File: config.mk
export PLATFORM = sky130hd
export DESIGN_NAME = pc_gen_ras_flat
export DESIGN_NICKNAME = d
export VERILOG_FILES = /design/src/rtl/pc_gen_ras_if.sv /design/src/rtl/pc_gen_ras.sv /design/src/flat_wrapper.sv
export SDC_FILE = /design/constraint.sdc
export NUM_CORES = 1
export LEC_CHECK = 0
export ABC_AREA = 1
export BUFFER_PORTS_ARGS = -buffer_cell sky130_fd_sc_hd__buf_2
export CORE_UTILIZATION = 40
export DETAILED_ROUTE_END_ITERATION = 16
export PLACE_DENSITY = 0.56
export SYNTH_ARGS = -nofsm -noshare
export SYNTH_HDL_FRONTEND = slang
export SYNTH_SLANG_ARGS = --single-unit
export TNS_END_PERCENT = 50
File: constraint.sdc
create_clock -name clk -period 5.15 [get_ports clk]
set_input_delay 0.2575 -clock clk [delete_from_list [all_inputs] [get_ports clk]]
set_output_delay 0.2575 -clock clk [all_outputs]
set_load 0.02 [all_outputs]
File: src/rtl/pc_gen_ras_if.sv
// Purpose : fetch-PC generator bundle (redirect/stall/predecode inputs, PC/RAS outputs).
// Latency : n/a (signal bundle only).
// Backpressure: StallF_i holds the PC; there is no ready/valid handshake.
// Ports   : slave modport = PC generator side, master modport = pipeline/driver side.
interface pc_gen_ras_if #(
  parameter int DATA_WIDTH = 32,
  parameter int RAS_DEPTH  = 4
);
  logic                        StallF_i;
  logic                        TrapE_i;
  logic                        PCsrcE_i;
  logic [DATA_WIDTH-1:0]       PCTargetE_i;
  logic                        CallF_i;
  logic [DATA_WIDTH-1:0]       CallTargetF_i;
  logic                        RetF_i;
  logic [DATA_WIDTH-1:0]       PC_o;
  logic [DATA_WIDTH-1:0]       PCPlusF_o;
  logic                        RasHitF_o;
  logic [$clog2(RAS_DEPTH):0]  RasCount_o;

  modport master (
    output StallF_i, TrapE_i, PCsrcE_i, PCTargetE_i, CallF_i, CallTargetF_i, RetF_i,
    input  PC_o, PCPlusF_o, RasHitF_o, RasCount_o
  );

  modport slave (
    input  StallF_i, TrapE_i, PCsrcE_i, PCTargetE_i, CallF_i, CallTargetF_i, RetF_i,
    output PC_o, PCPlusF_o, RasHitF_o, RasCount_o
  );
endinterface

File: src/rtl/pc_gen_ras.sv
// Purpose : fetch PC generator with trap/branch redirect, stall and a circular return-address stack.
// Latency : next PC chosen combinationally, PC_o registered (1 cycle); PCPlusF_o/RasHitF_o combinational.
// Backpressure: StallF_i holds PC and RAS; redirects (trap, Execute) override a stall.
// Ports   : clk, rst (sync, active-high); bus (pc_gen_ras_if.slave) carries StallF_i, TrapE_i,
//           PCsrcE_i, PCTargetE_i, CallF_i, CallTargetF_i, RetF_i in and PC_o, PCPlusF_o,
//           RasHitF_o, RasCount_o out.
module pc_gen_ras #(
  parameter int                    DATA_WIDTH = 32,
  parameter logic [DATA_WIDTH-1:0] RESET_PC   = 32'hBFC00000,
  parameter logic [DATA_WIDTH-1:0] TRAP_VEC   = 32'hBFC00380,
  parameter int                    PC_INC     = 4,
  parameter int                    RAS_DEPTH  = 4
) (
  input  logic         clk,
  input  logic         rst,
  pc_gen_ras_if.slave  bus
);

  localparam int PTR_W = $clog2(RAS_DEPTH);
  localparam int CNT_W = PTR_W + 1;

  logic [DATA_WIDTH-1:0] pc_q, pc_d;
  logic [DATA_WIDTH-1:0] pc_plus;
  logic [CNT_W-1:0]      cnt_q, cnt_d;
  logic [PTR_W-1:0]      ptr_q, ptr_d;
  logic [DATA_WIDTH-1:0] ras_q [RAS_DEPTH];
  logic                  ras_we;
  logic [PTR_W-1:0]      ras_widx;
  logic                  hit;

  // Modulo-2^DATA_WIDTH increment; wrap is silent by design.
  assign pc_plus = pc_q + DATA_WIDTH'(PC_INC);

  always_comb begin
    pc_d     = pc_plus;
    cnt_d    = cnt_q;
    ptr_d    = ptr_q;
    ras_we   = 1'b0;
    ras_widx = ptr_q;
    hit      = 1'b0;
    if (bus.TrapE_i) begin
      // Trap flushes the prediction state; stale entries are masked by count=0.
      pc_d  = TRAP_VEC;
      cnt_d = '0;
    end else if (bus.PCsrcE_i) begin
      pc_d = bus.PCTargetE_i;
    end else if (bus.StallF_i) begin
      pc_d = pc_q;
    end else if (bus.RetF_i && bus.CallF_i) begin
      // Coroutine swap: replace top in place rather than pop+push.
      pc_d     = bus.CallTargetF_i;
      ras_we   = 1'b1;
      ras_widx = ptr_q;
      if (cnt_q == '0) cnt_d = CNT_W'(1);
    end else if (bus.RetF_i) begin
      if (cnt_q != '0) begin
        pc_d  = ras_q[ptr_q];
        ptr_d = ptr_q - PTR_W'(1);
        cnt_d = cnt_q - CNT_W'(1);
        hit   = 1'b1;
      end
    end else if (bus.CallF_i) begin
      // Pointer wraps, so a push on a full stack overwrites the oldest entry.
      pc_d     = bus.CallTargetF_i;
      ptr_d    = ptr_q + PTR_W'(1);
      ras_we   = 1'b1;
      ras_widx = ptr_q + PTR_W'(1);
      if (cnt_q != CNT_W'(RAS_DEPTH)) cnt_d = cnt_q + CNT_W'(1);
    end
  end

  always_ff @(posedge clk) begin
    if (rst) begin
      pc_q  <= RESET_PC;
      cnt_q <= '0;
      ptr_q <= '0;
    end else begin
      pc_q  <= pc_d;
      cnt_q <= cnt_d;
      ptr_q <= ptr_d;
    end
  end

  // Entry storage needs no reset: contents are only read when count > 0.
  always_ff @(posedge clk) begin
    if (!rst && ras_we) begin
      ras_q[ras_widx] <= pc_plus;
    end
  end

  assign bus.PC_o       = pc_q;
  assign bus.PCPlusF_o  = pc_plus;
  assign bus.RasHitF_o  = hit & ~rst;
  assign bus.RasCount_o = cnt_q;

endmodule

File: src/flat_wrapper.sv
// flat-port wrapper written by rule: the top's interface ports become plain ports
module pc_gen_ras_flat 
#(
  parameter int                    DATA_WIDTH = 32,
  parameter logic [DATA_WIDTH-1:0] RESET_PC   = 32'hBFC00000,
  parameter logic [DATA_WIDTH-1:0] TRAP_VEC   = 32'hBFC00380,
  parameter int                    PC_INC     = 4,
  parameter int                    RAS_DEPTH  = 4
)
  (clk, rst, bus_StallF_i, bus_TrapE_i, bus_PCsrcE_i, bus_PCTargetE_i, bus_CallF_i, bus_CallTargetF_i, bus_RetF_i, bus_PC_o, bus_PCPlusF_o, bus_RasHitF_o, bus_RasCount_o);
  pc_gen_ras_if #(.DATA_WIDTH(DATA_WIDTH), .RAS_DEPTH(RAS_DEPTH)) bus_i ();
  input  logic clk;
  input  logic rst;
  input wire logic [$bits(bus_i.StallF_i)-1:0] bus_StallF_i;
  input wire logic [$bits(bus_i.TrapE_i)-1:0] bus_TrapE_i;
  input wire logic [$bits(bus_i.PCsrcE_i)-1:0] bus_PCsrcE_i;
  input wire logic [$bits(bus_i.PCTargetE_i)-1:0] bus_PCTargetE_i;
  input wire logic [$bits(bus_i.CallF_i)-1:0] bus_CallF_i;
  input wire logic [$bits(bus_i.CallTargetF_i)-1:0] bus_CallTargetF_i;
  input wire logic [$bits(bus_i.RetF_i)-1:0] bus_RetF_i;
  output wire logic [$bits(bus_i.PC_o)-1:0] bus_PC_o;
  output wire logic [$bits(bus_i.PCPlusF_o)-1:0] bus_PCPlusF_o;
  output wire logic [$bits(bus_i.RasHitF_o)-1:0] bus_RasHitF_o;
  output wire logic [$bits(bus_i.RasCount_o)-1:0] bus_RasCount_o;
  assign bus_i.StallF_i = bus_StallF_i;
  assign bus_i.TrapE_i = bus_TrapE_i;
  assign bus_i.PCsrcE_i = bus_PCsrcE_i;
  assign bus_i.PCTargetE_i = bus_PCTargetE_i;
  assign bus_i.CallF_i = bus_CallF_i;
  assign bus_i.CallTargetF_i = bus_CallTargetF_i;
  assign bus_i.RetF_i = bus_RetF_i;
  assign bus_PC_o = bus_i.PC_o;
  assign bus_PCPlusF_o = bus_i.PCPlusF_o;
  assign bus_RasHitF_o = bus_i.RasHitF_o;
  assign bus_RasCount_o = bus_i.RasCount_o;
  pc_gen_ras #(.DATA_WIDTH(DATA_WIDTH), .RESET_PC(RESET_PC), .TRAP_VEC(TRAP_VEC), .PC_INC(PC_INC), .RAS_DEPTH(RAS_DEPTH)) u_core (.clk(clk), .rst(rst), .bus(bus_i));
endmodule
==> metrics <==
DP HPWL=16.83 mm; cell with the most instances after synthesis=nand2_1; area leader, netlist=edfxtp_1; Remaining DRCs=0; IO buf count=138; Leak Pwr=3.832 nW; library cells used by synthesis=41; GPL Wtd Cong=0.8717; CTS clk-pin slew, worst paths=0.07 ns; worst-skew pair later-pin latency=0.44 ns; number of enable flip-flop cells after synthesis=128; Seq cells post-synth=167; WHS=0.05018 ns; GRT overflow=0; Fillers=1998; Area Growth Syn to Fin=18.83%; worst reg-to-reg setup slack=2.52 ns; status=complete, no violations; GRT Overall Usage=25.24%; maxcap violations=0; final setup violation count=0; minimum clock period=3.127 ns; DRT Pass-1 Iters=4; RSZ-0062 raised after global routing=false; Core Region=0.01965 mm2; Avg WL per Cell=19.25 um; crit share post-route=60.72%; Post-Route Setup TNS=0 ns; met3 Usage GRT=4.338%; Slew Viols, Final=0; relative slew slack=21.97%; fmax=0.3198 GHz; CP endpoint kind=flip-flop; diode count=0; Setup Buffers After CTS=0; Critical Path AT=3.17 ns; H-tree depth=4; cts bufs inserted=17; first-pass GRT wire length=37.85 mm; CP required=5.20 ns; DRT antenna net count=0; worst-case clock buffer depth=2; DR vias/cell=5.319; post-cts resize count=0; Worst Skew=0.01005 ns; CTS tree=built; nets@finish=1095; gr busiest metal=met2; Main synth FF type=edfxtp_1; sequential-to-total area share from yosys stat=57.24%; FP Rows=51; layout cells sized above 1=20.02%; DRT iter0 DRCs=521; Max FO, Critical Path=32; Cells after Synth=898; worst vdd ir=0.2007 mV; DRT Wirelength=25.00 mm; full die area=0.02077 mm2; Fin. Hold Viols=0; Power Density=318.0 mW/mm2; worst min path class=in2reg; top post-synthesis cells by area=edfxtp_1 (48%), nand2_1 (9.8%), dfxtp_1 (9.7%); initial core utilization=41.11%; die width=144.1 um; Worst Tran Pin Value=1.168 ns; Sink Count=167; async set or reset register ratio after synthesis=0%; IO Pins=139; Die Y=144.1 um; via count=6909; met1 Usage GRT=34.94%; hold buffers post-CTS=0; CTS root buf=clkbuf_16; Synth Warn #=0; pin count of the biggest net entering global routing=66; Net Count, Synth=971; CP Class=in2reg; initial antenna violation count=0; syn avg cell area=8.997 um2; Netlist Area Pre-Place=0.008079 mm2; most common library cells after synthesis=nand2_1 (212), nor2_1 (136), edfxtp_1 (128); met2 Usage GRT=40.35%; vias in the first global route=6486; Startpoint Class=input port; Synth top area share=47.58%
[where the power goes]
group          leakage, nW  switching [mW]  internal, mW
clock                0.273           0.552         0.714
sequential            1.50          0.0241          1.46
combinational         2.06           0.206        0.0936
total                 3.83           0.782          2.27
[worst max-delay path, cell delays in order]
cell and delay [ns]:
buf_2 0.58, inv_2 0.26, nor2_2 0.23, inv_1 0.07
or2_1 0.24, o22ai_1 0.41, inv_1 0.20, nor2_4 0.89
[cell families (layout without fill, tap and decap cells)]
family | count (synthesis) | in the layout | synth area share (%)
AO/OA/AOI/OAI | 192 | 192 | 13.72
XOR/XNOR | 21 | 21 | 2.370
adder cells (fa/ha/maj) | 2 | 2 | 0.4026
buffers and inverters | 103 | 239 | 5.033
flip-flops | 167 | 167 | 57.24
AND/OR/NAND/NOR | 413 | 413 | 21.23
[worst paths after layout]
path / endpoint / cells after the start / start
worst max-delay path: u_core.ras_q[2][31] / 8 / bus_CallF_i
worst min-delay path: u_core.bus.PC_o[26] / 3 / bus_PCTargetE_i[26]
worst max register to register: u_core.ras_q[2][31] / 5 / u_core.ptr_q[0]
worst min register to register: flip-flop / 2 / u_core.ptr_q[1]
[area by class of cell]
cell class	instances	area, um2	area share (%)
Sequential cell	167	4626	48.18
Multi-Input combinational cell	628	3080	32.09
Timing Repair Buffer	147	758.2	7.898
Clock buffer	17	425.4	4.431
Tap cell	265	331.6	3.454
Inverter	61	229.0	2.385
Clock inverter	14	150.1	1.564
[routing by layer]
| layer | vias to the layer above | wire, um |
|---|---|---|
| met2 | 256 | 11460 |
| met3 | 24 | 1578 |
| met5 | - | 0 |
| met4 | 0 | 388 |
| li1 | 3338 | - |
| met1 | 3291 | 11570 |
[cell usage in the layout (no fill, tap or decap), types with 2 or more instances in the layout]
cell / instances
a211oi_1: 2
a21oi_1: 43
a221oi_1: 9
a22o_1: 3
a22oi_1: 3
a31oi_1: 11
a41oi_1: 2
and2_1: 4
buf_2: 138
buf_4: 9
bufinv_16: 2
clkbuf_16: 17
clkinv_1: 3
clkinv_4: 3
clkinvlp_4: 3
dfxtp_1: 38
edfxtp_1: 128
inv_1: 54
inv_2: 6
inv_6: 2
nand2_1: 212
nand2_2: 2
nand2_4: 2
nand3_1: 27
nand4_1: 6
nor2_1: 131
nor2_2: 9
nor2_4: 6
nor3_1: 8
nor3_2: 3
o211ai_1: 4
o21ai_0: 81
o221ai_1: 6
o22ai_1: 26
xnor2_1: 9
xor2_1: 11
[metrics by stage]
step / std cells / util, % / setup WS, ns / power, mW / area (um2)
final: 1299 / 48.85 / 2.023 / 3.053 / 9600
after global routing: 1299 / 48.85 / 1.806 / 3.152 / 9600
after CTS: 1299 / 48.85 / 2.024 / 3.060 / 9600
after detailed placement: 1268 / 45.92 / 1.582 / 1.814 / 9025
after global placement: 1268 / 45.92 / 1.620 / 1.814 / 9025
after floorplan: 898 / - / 2.223 / 1.691 / 8079
[registers in the layout (all words and copies together) (netlist names), named ones only]
name,cells
u_core.ras_q,128
u_core.bus.PC_o,30
u_core.bus.RasCount_o,3
u_core.ptr_q,2
Power figures use the tool's default switching activity.
